--- src/rtl/regfile_wb_arbiter.sv ---
// Writeback arbiter in front of register_file: round-robin between ALU and load
// unit, one registered write per cycle, plus a pending-register scoreboard for hazards.
module regfile_wb_arbiter (
    input  logic        clk,
    input  logic        rst_n,
    input  logic        alu_valid,
    input  logic [4:0]  alu_rd,
    input  logic [31:0] alu_data,
    output logic        alu_ready,
    input  logic        mem_valid,
    input  logic [4:0]  mem_rd,
    input  logic [31:0] mem_data,
    output logic        mem_ready,
    input  logic        issue_valid,
    input  logic [4:0]  issue_rd,
    output logic        issue_ready,
    input  logic [4:0]  rs,
    input  logic [4:0]  rt,
    output logic        hazard,
    output logic        regWrite,
    output logic [4:0]  regd,
    output logic [31:0] dataWrite,
    output logic        idle
);

    typedef enum logic {
        GRANT_ALU = 1'b0,
        GRANT_MEM = 1'b1
    } grant_t;

    grant_t      last_grant;
    logic [31:0] pending;
    logic [31:0] pending_next;
    logic        alu_win;
    logic        mem_win;

    // Under contention the requester that did not win last time is served.
    always_comb begin
        alu_win = 1'b0;
        mem_win = 1'b0;
        if (alu_valid && mem_valid) begin
            alu_win = (last_grant == GRANT_MEM);
            mem_win = (last_grant == GRANT_ALU);
        end else begin
            alu_win = alu_valid;
            mem_win = mem_valid;
        end
    end

    assign alu_ready = alu_win;
    assign mem_ready = mem_win;

    always_ff @(posedge clk or negedge rst_n) begin
        if (!rst_n) begin
            last_grant <= GRANT_MEM;
            regWrite   <= 1'b0;
            regd       <= 5'd0;
            dataWrite  <= 32'd0;
        end else if (alu_win) begin
            last_grant <= GRANT_ALU;
            regWrite   <= 1'b1;
            regd       <= alu_rd;
            dataWrite  <= alu_data;
        end else if (mem_win) begin
            last_grant <= GRANT_MEM;
            regWrite   <= 1'b1;
            regd       <= mem_rd;
            dataWrite  <= mem_data;
        end else begin
            regWrite   <= 1'b0;
        end
    end

    assign issue_ready = ~pending[issue_rd];

    // The set is applied after the clear so a same-register collision keeps the bit.
    always_comb begin
        pending_next = pending;
        if (regWrite) begin
            pending_next[regd] = 1'b0;
        end
        if (issue_valid && issue_ready) begin
            pending_next[issue_rd] = 1'b1;
        end
    end

    always_ff @(posedge clk or negedge rst_n) begin
        if (!rst_n) begin
            pending <= 32'd0;
        end else begin
            pending <= pending_next;
        end
    end

    assign hazard = pending[rs] | pending[rt];
    assign idle   = (pending == 32'd0) && !regWrite;

endmodule

--- config.mk ---
export PLATFORM = sky130hd
export DESIGN_NAME = regfile_wb_arbiter
export DESIGN_NICKNAME = d
export VERILOG_FILES = /design/src/rtl/regfile_wb_arbiter.sv
export SDC_FILE = /design/constraint.sdc
export NUM_CORES = 1
export LEC_CHECK = 0
export ABC_AREA = 1
export CAP_MARGIN = 20
export CORE_AREA = 2 2 127 129
export CTS_BUF_LIST = sky130_fd_sc_hd__clkbuf_2 sky130_fd_sc_hd__clkbuf_4 sky130_fd_sc_hd__clkbuf_8
export DETAILED_ROUTE_END_ITERATION = 12
export DIE_AREA = 0 0 129 131
export PLACE_DENSITY_LB_ADDON = 0.08
export RECOVER_POWER = 50
export SLEW_MARGIN = 15
export SYNTH_ARGS = -nofsm -noshare
export SYNTH_HDL_FRONTEND = slang
export SYNTH_SLANG_ARGS = --single-unit
--- constraint.sdc ---
create_clock -name clk -period 4.6 [get_ports clk]
set_clock_uncertainty 0.05 [all_clocks]
set_input_delay 0.46 -clock clk [delete_from_list [all_inputs] [get_ports clk]]
set_output_delay 0.46 -clock clk [all_outputs]
set_load 0.1 [all_outputs]
# ---- After elaboration in Yosys (flattened, before gate mapping)
# Index checks and enable logic that the tools add are counted.
# Widths: inputs -> output; s select.
dict set report totals {
  out_inout_bits 43
  reg_bits 71
  inputBits 94
}
dict set report op_classes {
  n_lt_le_gt_ge 6
  bitwise 6
  mux 22
  n_reduce_logical 8
}
# operator n
set op_table {}
lappend op_table {{$mux 32} 4}
lappend op_table {{$and 32x32->32} 1}
lappend op_table {{$logic_not 32->1} 1}
lappend op_table {{$not 32->32} 1}
lappend op_table {{$or 32x32->32} 1}
lappend op_table {{$lt 5x6->1 const B} 4}
lappend op_table {{$bmux 1 s5} 3}
lappend op_table {{$mux 1} 11}
lappend op_table {{$demux 1 s5} 2}
lappend op_table {{$ge 5x1->1 const B} 2}
lappend op_table {{$mux 5} 2}
lappend op_table {{$logic_and 1x1->1} 5}
lappend op_table {{$not 1->1} 2}
lappend op_table {{$reduce_bool 2->1} 1}
lappend op_table {{$logic_not 1->1} 1}
lappend op_table {{$or 1x1->1} 1}

# ---- Longest topological paths before layout
dict set report depth {
  depth_word 9
  ltp_mapped 13
}

# ---- Least setup slack after synthesis
# OpenSTA, ideal clock, no wires.
dict set report synth_timing {
  kind {flip-flop to output port}
  from {reg regWrite}
  to {out idle}
  setup_slack_ns 1.104
  stages_incl_launch_ff 2
  required_ns 4.090
  t_arrival_ns 2.986
  cell_sequence {dfrtp_1 nor3_1}
}
dict set report synth_between {
  elab_chain_len 2
}
# item line_no
set synth_lines {}
lappend synth_lines {{start, declared} 20} ;# output logic regWrite,
lappend synth_lines {{start signal, assigned} 56} ;# regWrite <= 1'b0;
lappend synth_lines {{start signal, assigned} 61} ;# regWrite <= 1'b1;
lappend synth_lines {{start signal, assigned} 66} ;# regWrite <= 1'b1;
lappend synth_lines {{$logic_not 1->1} 96} ;# assign idle = (pending == 32'd0) && !regWrite;
lappend synth_lines {{$logic_and 1x1->1} 96}
lappend synth_lines {{end, declared} 23} ;# output logic idle
# Every way passes these cells.

# ---- Worst setup path in the final report
dict set report layout_timing {
  from {in mem_valid}
  to {reg dataWrite[9]}
}
dict set report layout_between {
  elab_chain_len 3
}
# item line_no
set layout_lines {}
lappend layout_lines {{start, declared} 10} ;# input logic mem_valid,
lappend layout_lines {{$logic_and 1x1->1} 41} ;# if (alu_valid && mem_valid) begin
lappend layout_lines {{$mux 1} 41}
lappend layout_lines {{$mux 32 / $reduce_bool 2->1 (equally long branches)} -}
lappend layout_lines {{end signal, assigned} 63} ;# dataWrite <= alu_data;
lappend layout_lines {{end signal, assigned} 68} ;# dataWrite <= mem_data;
lappend layout_lines {{end, declared} 22} ;# output logic [31:0] dataWrite,
# Several ways; a longest one is shown, not always the timed one.
# A chain may end at the register's enable or synchronous reset.

==> results.yml <==
run_status:
  status: "finished with violations"
  violations: "capacitance limit, slew limit"
floorplan:
  die_h_microns: 131
  io_pins: 137
  fp.dieW_microns: 129
  start_util_pct: 29.1
  dieArea_sq_um: 16900
  rows: 46
  core_sq_um: 15600
cts:
  cts_made_buffers: 9
  clock_sinks: 71
  clkTransAtPathRegs_ns: 0.08
  clk_path_buf_depth: 2
  cts_tree: "done"
  postCtsHoldBufs: 0
  clkLatencyLatePin_ns: 0.36
  htreeDepth: 3
  clockRootBuffer: "clkbuf_8"
  postCtsSetupRepairBufs: 0
  post_cts_resized: 0
placement:
  gp_congestion: 0.947
  preCtsSetupSlack_ns: 1.19
  placedCellCount: 990
  hpwlAfterDp_microns: 12700
  portBuffers: 136
  place_area_sq_um: 6010
cells_and_area:
  utilization_pct: 39.6
  antenna_cells: 0
  fill_cells: 1669
  layout.area.seq_sq_um: 1780
  nets: 879
  syn_to_final_growth_pct: 36.0
  fin_cells: 1006
  layout-drive-gt1-share_pct: 4.68
  multi_input_comb_area_sq_um: 2390
  final_area_sq_um: 6180
route:
  drc: 0
  dr.pass1.iters: 5
  via_count: 4967
  drt-initial-drc-count: 258
  wire_per_inst_microns: 16.6
  wl_microns: 16700
  via_per_inst: 4.94
  antenna_left: 0
logic_synthesis:
  syn-cell-area_sq_um: 4540
  synth_nets: 762
  yosys_warnings: 0
  synth_area_per_cell_sq_um: 6.80
  yosysUniqueCellTypes: 28
  synth-seq-cells: 71
  synth_area_leaders: "dfrtp_1, nand2_1, o211ai_1, nand3_1, nor2_1"
  seq_area_frac_synth_pct: 39.1
  synthCells: 668
  yosysTopAreaCell: "dfrtp_1"
  synthDominantCellAreaShare_pct: 38.6
pwr:
  power_mw: 2.67
  power-per-cell-area_nw_per_um2: 432
  leakagePower_nw: 2.65
  peakVddDrop_uv: 130
worst_setup_path:
  endpoint_kind: "flop"
  cp_top_family: "buffers and inverters"
  max_stage_delay_ns: 1.30
  critPathBufInv: 3
  worst_path_max_delay_cell: "clkbuf_1"
  cp_cell_sequence: "dlygate4sd3_1, clkbuf_1, a21boi_4, clkbuf_2, o211ai_1"
  critPathRequiredTime_ns: 4.79
  crit_arrival_ns: 3.77
  critPathLaunchType: "primary input"
  critical_path_peak_fanout: 74
  r2r_setup_slack_ns: 2.28
  worstSetupPathType: "primary input to flop"
global_routing:
  grt_pass1_wl_microns: 26100
  first_global_vias: 4768
  grt_max_degree: 75
  grt_antenna_before_repair: 0
  grt_usage_pct: 20.1
  overflow: 0
timing:
  timing.fmax_mhz: 279
  rsz0062_at_grt: "no"
  period_needed_ns: 3.58
  worst_slack_ns: 1.02
  setup_tns_ns: 0
  slew_headroom_pct: -48.5
  slew_viol_final: 115
  finalCritPeriodShare_pct: 77.8
  setup_viol: 0
  tightestPinTransition_ns: 2.23
  holdWs_ns: 0.457
  finalHoldViolCount: 0
min_path:
  hold_class: "flop to flop"
job:
  drv_cap: 3
final cells by class:
class / instances / share of cell area (%)
tap: 216 / 4.38
timing repair buffer: 143 / 22.4
multi-input combinational: 514 / 38.6
clock buffer: 10 / 2.23
sequential: 71 / 28.8
clock inverter: 6 / 0.709
inverter: 46 / 2.88
sequential cells by signal (all words and copies together), names as in the netlist:
register	count
last_grant	1
regd	5
pending	32
regWrite	1
dataWrite	32
worst min-delay path: cells and delay by family (launching register included):
family           cells  cell delay [ns]
flip-flops           1             0.35
AO/OA/AOI/OAI        1             0.07
AND/OR/NAND/NOR      1             0.05
Yosys cell counts, drive strengths merged:
cell and number:
a21boi 1, a21oi 5, and2 1, buf 25, clkbuf 12, dfrtp 70, dfstp 1, inv 46
nand2 251, nand3 52, nand3b 1, nand4 34, nor2 65, nor3 9, nor4 8, o211ai 35
o21ai 47, o221ai 5
routing by layer:
| metal | wire (microns) | GRT usage (%) | up-vias |
|---|---|---|---|
| met5 | 0 | 0 | - |
| met4 | 520 | 8.57 | 0 |
| met3 | 1050 | 4.40 | 33 |
| met2 | 7790 | 32.7 | 184 |
| met1 | 7360 | 25.9 | 2291 |
| li1 | - | - | 2459 |
cells in the final DEF (no fill, tap or decap), drive strengths merged, types with 4 or more instances in the layout:
master,n
a21oi,5
buf,7
o211ai,35
o21ai,47
dfrtp,70
nor2,65
nor3,9
nand2,251
nand3,52
o221ai,5
nor4,8
inv,47
nand4,34
clkinv,4
clkdlybuf4s50,130
clkbuf,15
kinds of logic after synthesis:
kind of cell	after synthesis	share of synthesized area, %
AOI/OAI and AO/OA	93	12.6
and+or+nand+nor	421	39.6
DFF	71	39.1
buffers and inverters	83	8.62
where the power goes:
group | total (mW) | internal [mW] | leakage (nW) | switching, mW
logic | 1.07 | 0.341 | 1.72 | 0.727
registers | 1.13 | 0.795 | 0.846 | 0.335
clock network | 0.469 | 0.212 | 0.0926 | 0.257
total | 2.67 | 1.35 | 2.65 | 1.32
worst paths after layout:
path | start | endpoint | cells after the start
max | mem_valid | dataWrite[9] | 5
min | dataWrite[28] | dataWrite[28] | 2
max reg2reg | last_grant | dataWrite[7] | 5
min reg2reg | dataWrite[28] | dataWrite[28] | 2
max in group asynchronous | rst_n | pending[27] | 2
min in group asynchronous | rst_n | dataWrite[7] | 1
Power figures use the tool's default switching activity.
